[config.mk]
export PLATFORM = sky130hd
export DESIGN_NAME = dadd_sink_buf_flat
export DESIGN_NICKNAME = d
export VERILOG_FILES = /design/src/rtl/dadd_sink_buf_if.sv /design/src/rtl/dadd_sink_buf.sv /design/src/flat_wrapper.sv
export SDC_FILE = /design/constraint.sdc
export NUM_CORES = 1
export LEC_CHECK = 0
export ABC_CLOCK_PERIOD_IN_PS = 3300
export CAP_MARGIN = 20
export CORE_AREA = 3 3 248 250
export DETAILED_ROUTE_END_ITERATION = 8
export DIE_AREA = 0 0 251 253
export GPL_TIMING_DRIVEN = 0
export SETUP_SLACK_MARGIN = 0.05
export SYNTH_ARGS = -nofsm -noshare
export SYNTH_HDL_FRONTEND = slang
export SYNTH_SLANG_ARGS = --single-unit
[constraint.sdc]
create_clock -name clk -period 3.3 [get_ports clk]
set_input_delay 0.33 -clock clk [delete_from_list [all_inputs] [get_ports clk]]
set_output_delay 0.33 -clock clk [all_outputs]
set_load 0.02 [all_outputs]
[src/rtl/dadd_sink_buf_if.sv]
// Beat bus for dadd_sink_buf: the dadd result input plus the valid/ready forward port.
// The slave modport is the buffer's view and the master modport is the producer/consumer side.
interface dadd_sink_buf_if #(
    parameter int DW = 32,
    parameter int AW = 32
);
    logic          dadd_out_en;
    logic [AW-1:0] dadd_out_addr;
    logic [DW-1:0] dadd_out;
    logic          fwd_valid;
    logic          fwd_ready;
    logic [AW-1:0] fwd_addr;
    logic [DW-1:0] fwd_data;

    modport slave (
        input  dadd_out_en, dadd_out_addr, dadd_out, fwd_ready,
        output fwd_valid, fwd_addr, fwd_data
    );

    modport master (
        output dadd_out_en, dadd_out_addr, dadd_out, fwd_ready,
        input  fwd_valid, fwd_addr, fwd_data
    );
endinterface

[src/rtl/dadd_sink_buf.sv]
// FWFT receive buffer decoupling the non-stallable dadd output from a back-pressuring consumer.
// Optional macro DADD_SINK_BUF_DROP_CNT_EN adds a saturating 16-bit drop counter output.
module dadd_sink_buf #(
    parameter int DEPTH = 8,
    parameter int DW    = 32,
    parameter int AW    = 32
) (
    input  logic                   clk,
    input  logic                   rst_n,
    dadd_sink_buf_if.slave         bus,
    input  logic                   ovf_clr,
    output logic [$clog2(DEPTH):0] buf_count,
    output logic                   buf_full,
    output logic                   ovf_flag
`ifdef DADD_SINK_BUF_DROP_CNT_EN
    ,
    output logic [15:0]            drop_cnt
`endif
);
    localparam int PW = $clog2(DEPTH);
    localparam int CW = PW + 1;
    localparam int EW = AW + DW;

    logic [EW-1:0] mem [DEPTH];
    logic [PW-1:0] wp;
    logic [PW-1:0] rp;
    logic          push;
    logic          pop;
    logic          drop;

    assign buf_full      = (buf_count == CW'(DEPTH));
    assign bus.fwd_valid = (buf_count != '0);
    assign bus.fwd_addr  = mem[rp][EW-1:DW];
    assign bus.fwd_data  = mem[rp][DW-1:0];

    // A full buffer still accepts a beat when the head leaves in the same cycle.
    assign pop  = bus.fwd_valid && bus.fwd_ready;
    assign push = bus.dadd_out_en && (!buf_full || pop);
    assign drop = bus.dadd_out_en && buf_full && !pop;

    always_ff @(posedge clk or negedge rst_n) begin
        if (!rst_n) begin
            for (int i = 0; i < DEPTH; i++) begin
                mem[i] <= '0;
            end
            wp <= '0;
        end else if (push) begin
            mem[wp] <= {bus.dadd_out_addr, bus.dadd_out};
            wp      <= wp + 1'b1;
        end
    end

    always_ff @(posedge clk or negedge rst_n) begin
        if (!rst_n) begin
            rp        <= '0;
            buf_count <= '0;
        end else begin
            if (pop) begin
                rp <= rp + 1'b1;
            end
            case ({push, pop})
                2'b10:   buf_count <= buf_count + 1'b1;
                2'b01:   buf_count <= buf_count - 1'b1;
                default: buf_count <= buf_count;
            endcase
        end
    end

    // A drop in the same cycle as ovf_clr keeps the flag set.
    always_ff @(posedge clk or negedge rst_n) begin
        if (!rst_n) begin
            ovf_flag <= 1'b0;
        end else if (drop) begin
            ovf_flag <= 1'b1;
        end else if (ovf_clr) begin
            ovf_flag <= 1'b0;
        end
    end

`ifdef DADD_SINK_BUF_DROP_CNT_EN
    always_ff @(posedge clk or negedge rst_n) begin
        if (!rst_n) begin
            drop_cnt <= '0;
        end else if (drop) begin
            if (ovf_clr) begin
                drop_cnt <= 16'd1;
            end else if (drop_cnt != 16'hFFFF) begin
                drop_cnt <= drop_cnt + 16'd1;
            end
        end else if (ovf_clr) begin
            drop_cnt <= '0;
        end
    end
`endif

endmodule

[src/flat_wrapper.sv]
// flat-port wrapper written by rule: the top's interface ports become plain ports
module dadd_sink_buf_flat 
#(
    parameter int DEPTH = 8,
    parameter int DW    = 32,
    parameter int AW    = 32
)
  (clk, rst_n, ovf_clr, buf_count, buf_full, ovf_flag, bus_dadd_out_en, bus_dadd_out_addr, bus_dadd_out, bus_fwd_ready, bus_fwd_valid, bus_fwd_addr, bus_fwd_data);
  dadd_sink_buf_if #(.DW(DW), .AW(AW)) bus_i ();
  input  logic clk;
  input  logic rst_n;
  input  logic ovf_clr;
  output logic [$clog2(DEPTH):0] buf_count;
  output logic buf_full;
  output logic ovf_flag;
  input wire logic [$bits(bus_i.dadd_out_en)-1:0] bus_dadd_out_en;
  input wire logic [$bits(bus_i.dadd_out_addr)-1:0] bus_dadd_out_addr;
  input wire logic [$bits(bus_i.dadd_out)-1:0] bus_dadd_out;
  input wire logic [$bits(bus_i.fwd_ready)-1:0] bus_fwd_ready;
  output wire logic [$bits(bus_i.fwd_valid)-1:0] bus_fwd_valid;
  output wire logic [$bits(bus_i.fwd_addr)-1:0] bus_fwd_addr;
  output wire logic [$bits(bus_i.fwd_data)-1:0] bus_fwd_data;
  assign bus_i.dadd_out_en = bus_dadd_out_en;
  assign bus_i.dadd_out_addr = bus_dadd_out_addr;
  assign bus_i.dadd_out = bus_dadd_out;
  assign bus_i.fwd_ready = bus_fwd_ready;
  assign bus_fwd_valid = bus_i.fwd_valid;
  assign bus_fwd_addr = bus_i.fwd_addr;
  assign bus_fwd_data = bus_i.fwd_data;
  dadd_sink_buf #(.DEPTH(DEPTH), .DW(DW), .AW(AW)) u_core (.clk(clk), .rst_n(rst_n), .bus(bus_i), .ovf_clr(ovf_clr), .buf_count(buf_count), .buf_full(buf_full), .ovf_flag(ovf_flag));
endmodule
==> run_results.csv <==
group,metric,value,unit
status,outcome,"finished, final reports clean",
global_route,grt-busiest-layer,"met2",
clock_tree,cts_root_buffer,"clkbuf_16",
clock_tree,cts_made_buffers,58,
drt,num_vias,12800,
power,total_power,31.7,mW
hold_path,hold_start,"bus_dadd_out_en",
timing,finalClockSkew,0.0179,ns
logic_synthesis,avgSynthCellArea,17.2,µm²
floorplan,die_w,251,µm
logic_synthesis,syn_inst,1372,
drt,dr.pass1.iters,6,
floorplan,die_area,63500,µm²
setup_path,cp-end-kind,"output pin",
timing,final.setup.tns,0,ns
place,placed_cells,2289,
hold_path,hold_path_class,"input port to flip-flop",
setup_path,critical_path_class,"flip-flop to output pin",
clock_tree,clkSinkCount,523,
logic_synthesis,synth_fa_ha_area_share,0.264,%
logic_synthesis,synth-simple-area-share,0.428,%
timing,setup_viol,0,
timing,worst_slack,0.129,ns
timing,period_minus_slack,3.17,ns
power,pwr-share-seq,35.3,%
setup_path,cp_max_fo,10,
global_route,grt_pass1_wl,86.2,mm
place,port_buffers,138,
place,dp_hpwl,35.2,mm
logic_synthesis,syn_nets,1446,
flow_run,maxCapViolCount,0,
power,swShare,32.3,%
power,powerDensity,1130,nW/µm²
clock_tree,htree_num_levels,2,
hold_path,hold_path_depth,3,
timing,slew_viol_final,0,
clock_tree,worstSkewPairLatency,0.63,ns
clock_tree,clockBufferDepth,3,
setup_path,r2r-end,"u_core.buf_count[3]$_DFFE_PN0P_",
power,p_switching,10.3,mW
logic_synthesis,synth_top_family_by_area,"multiplexers",
drt,routedWlPerCell,22.9,µm
power,p_leak,12.0,nW
drt,via_per_inst,5.34,
global_route,antenna_found_initial,6,
logic_synthesis,synth_mux_area_share,39.8,%
setup_path,critPathLaunchType,"flip-flop",
clock_tree,cts_setup_buffers,0,
timing,period_share,96.1,%
logic_synthesis,synth_xor_area_share,0.259,%
timing,slew_headroom,27.1,%
timing,rsz0062_at_grt,"yes",
setup_path,r2r_slack,0.23,ns
global_route,met2_usage,28.9,%
place,dp_slack,-0.462,ns
logic_synthesis,ys_seq_area_share,55.3,%
global_route,grtUsageTotal,17.7,%
floorplan,die_h,253,µm
timing,max_freq,315,MHz
global_route,met3_usage,3.75,%
place,gp_congestion,0.724,
power,p_comb_share,45.1,%
setup_path,ff2ff_path_depth,10,
layout,drive_gt1_share,53.8,%
layout,fin_cells,2392,
drt,routed_wirelength,54.7,mm
drt,ant_nets,0,
layout,nNetsFinal,1651,
logic_synthesis,synth_compound_area_share,0.973,%
floorplan,row_count,89,
timing,finalHoldViolCount,0,
global_route,grt_pass1_vias,14200,
floorplan,core,59200,µm²
power,p_int,21.5,mW
logic_synthesis,yosys_warnings,0,
global_route,use_met1,24.1,%
layout,stdcell_area,28200,µm²
drt,drc,0,
place,place_area,26200,µm²
layout,area_growth,19.1,%
clock_tree,clk_pin_slew,0.06,ns
clock_tree,cts_tree,"done",
logic_synthesis,synthDistinctLibCells,37,
logic_synthesis,yosys_register_bits,523,
layout,final_cell_mix,"mux2_2, dfrtp_1, mux4_2, clkdlybuf4s50_1, clkbuf_16",
global_route,grt-ovfl-total,0,
setup_path,crit_arrival,2.84,ns
power,peakVddDrop,890,µV
hold_path,min_to,"u_core.ovf_flag$_DFFE_PN0P_",
drt,drt_iter0_drc,509,
global_route,grt_max_degree,119,
layout,layout_commonest_cell,"mux2_2",
setup_path,regToRegStartpoint,"u_core.buf_count[1]$_DFFE_PN0P_",
power,p_clk_share,19.6,%
setup_path,required,2.97,ns
floorplan,initial_core_util,39.9,%
timing,worst_pin_slew,1.09,ns
logic_synthesis,synth_area,23700,µm²
floorplan,pin_count,140,
-- critical path, stage by stage (launching register included) --
cell             delay [ns]
dfrtp_1                0.39
clkbuf_4               0.28
clkbuf_4               0.35
mux4_2                 0.35
mux2_2                 0.30
clkdlybuf4s50_1        0.55
-- power groups by stage --
| stage | clock, mW | combinational (mW) | sequential, mW |
|---|---|---|---|
| 5_1_grt | 6.70 | 15.3 | 11.6 |
| 3_5_place_dp | 0 | 14.7 | 11.3 |
| 2_1_floorplan | 0 | 10.1 | 10.8 |
| 4_1_cts | 6.42 | 14.6 | 11.2 |
| 3_3_place_gp | 0 | 14.4 | 11.2 |
| 6_report | 6.22 | 14.3 | 11.2 |
-- registers in the layout, summed over array words and instances (netlist names) --
name and count:
u_core.ovf_flag 1, u_core.rp 3, u_core.wp 3, u_core.mem 512, u_core.buf_count 4
-- metal layers --
metal / routed length, µm / vias to the layer above
met5: 45 / -
met4: 1240 / 8
met3: 2430 / 91
met2: 26100 / 201
met1: 24900 / 6869
li1: - / 5608
-- worst max-delay path by stage --
stage / from / slack (ns) / endpoint / depth (start not counted)
2_1_floorplan: u_core.buf_count[1]$_DFFE_PN0P_ / 0.09 / u_core.buf_count[3]$_DFFE_PN0P_ / 9
3_5_place_dp: u_core.rp[0]$_DFFE_PN0P_ / -0.46 / bus_fwd_addr[6] / 5
4_1_cts: u_core.rp[0]$_DFFE_PN0P_ / -0.08 / bus_fwd_addr[6] / 5
6_report: u_core.rp[1]$_DFFE_PN0P_ / 0.13 / bus_fwd_addr[20] / 5
5_1_grt: u_core.rp[0]$_DFFE_PN0P_ / 0.01 / bus_fwd_addr[0] / 5
3_3_place_gp: rst_n / -20.92 / u_core.mem[165]$_DFFE_PN0P_ / 1
-- cell type report --
type	instances	area, µm²
plain buffers	91	863
inverters	6	22.5
clock inverters	17	161
diodes	3	7.51
clock buffers	82	1670
repair buffers	145	1520
flip-flops and latches	523	13100
well taps	773	967
fillers	5129	31100
multi-input cells	752	9890
-- synth_stat cells --
cell type	number	area share [%]
mux4_2	128	12
clkbuf_1	21	0.33
o32ai_1	1	0.037
buf_6	43	2.0
or3b_2	1	0.037
a2111oi_0	1	0.037
mux2_1	31	1.5
buf_1	18	0.29
o21ai_0	1	0.021
dfrtp_1	523	55
xor2_1	1	0.037
a21oi_1	1	0.021
buf_4	5	0.16
nand3b_1	1	0.032
a21o_1	1	0.032
mux2_2	548	26
or4_1	2	0.063
buf_2	4	0.085
nand2_1	1	0.016
o211ai_4	3	0.27
xnor2_1	6	0.22
ha_1	5	0.26
mux2i_1	1	0.042
inv_1	6	0.095
o221ai_1	1	0.037
or4b_2	1	0.042
o211ai_1	1	0.032
o2111ai_2	2	0.13
o21a_1	1	0.032
or4b_1	1	0.042
nand3_1	1	0.021
o41ai_1	1	0.037
nor2_1	2	0.032
nor2b_1	4	0.11
o21ai_4	1	0.069
and4_1	1	0.037
o2111ai_4	2	0.22
-- what timing repair did --
item,in CTS,in global routing
endpoints found under the setup margin,65,44
pin swaps,0,0
gates cloned,0,0
hold endpoints to repair,96,0
gates resized for setup,129,19
hold buffers,1,0
-- stage by stage --
| stage | utilization (%) | hold slack, ns |
|---|---|---|
| 6_report | 47.6 | 0.0857 |
| 2_1_floorplan | - | 0.0344 |
| 3_3_place_gp | 43.9 | 0.468 |
| 4_1_cts | 47.5 | 0.0473 |
| 5_1_grt | 47.6 | 0.0708 |
| 3_5_place_dp | 44.2 | 0.410 |
-- cells by family after synthesis --
kind of cell,Yosys count
xor+xnor,7
compound gates,17
mux,708
flops,523
buf+inv,97
simple gates,15
fa+ha+maj,5
Note: power is estimated with default switching activity, not from simulation.
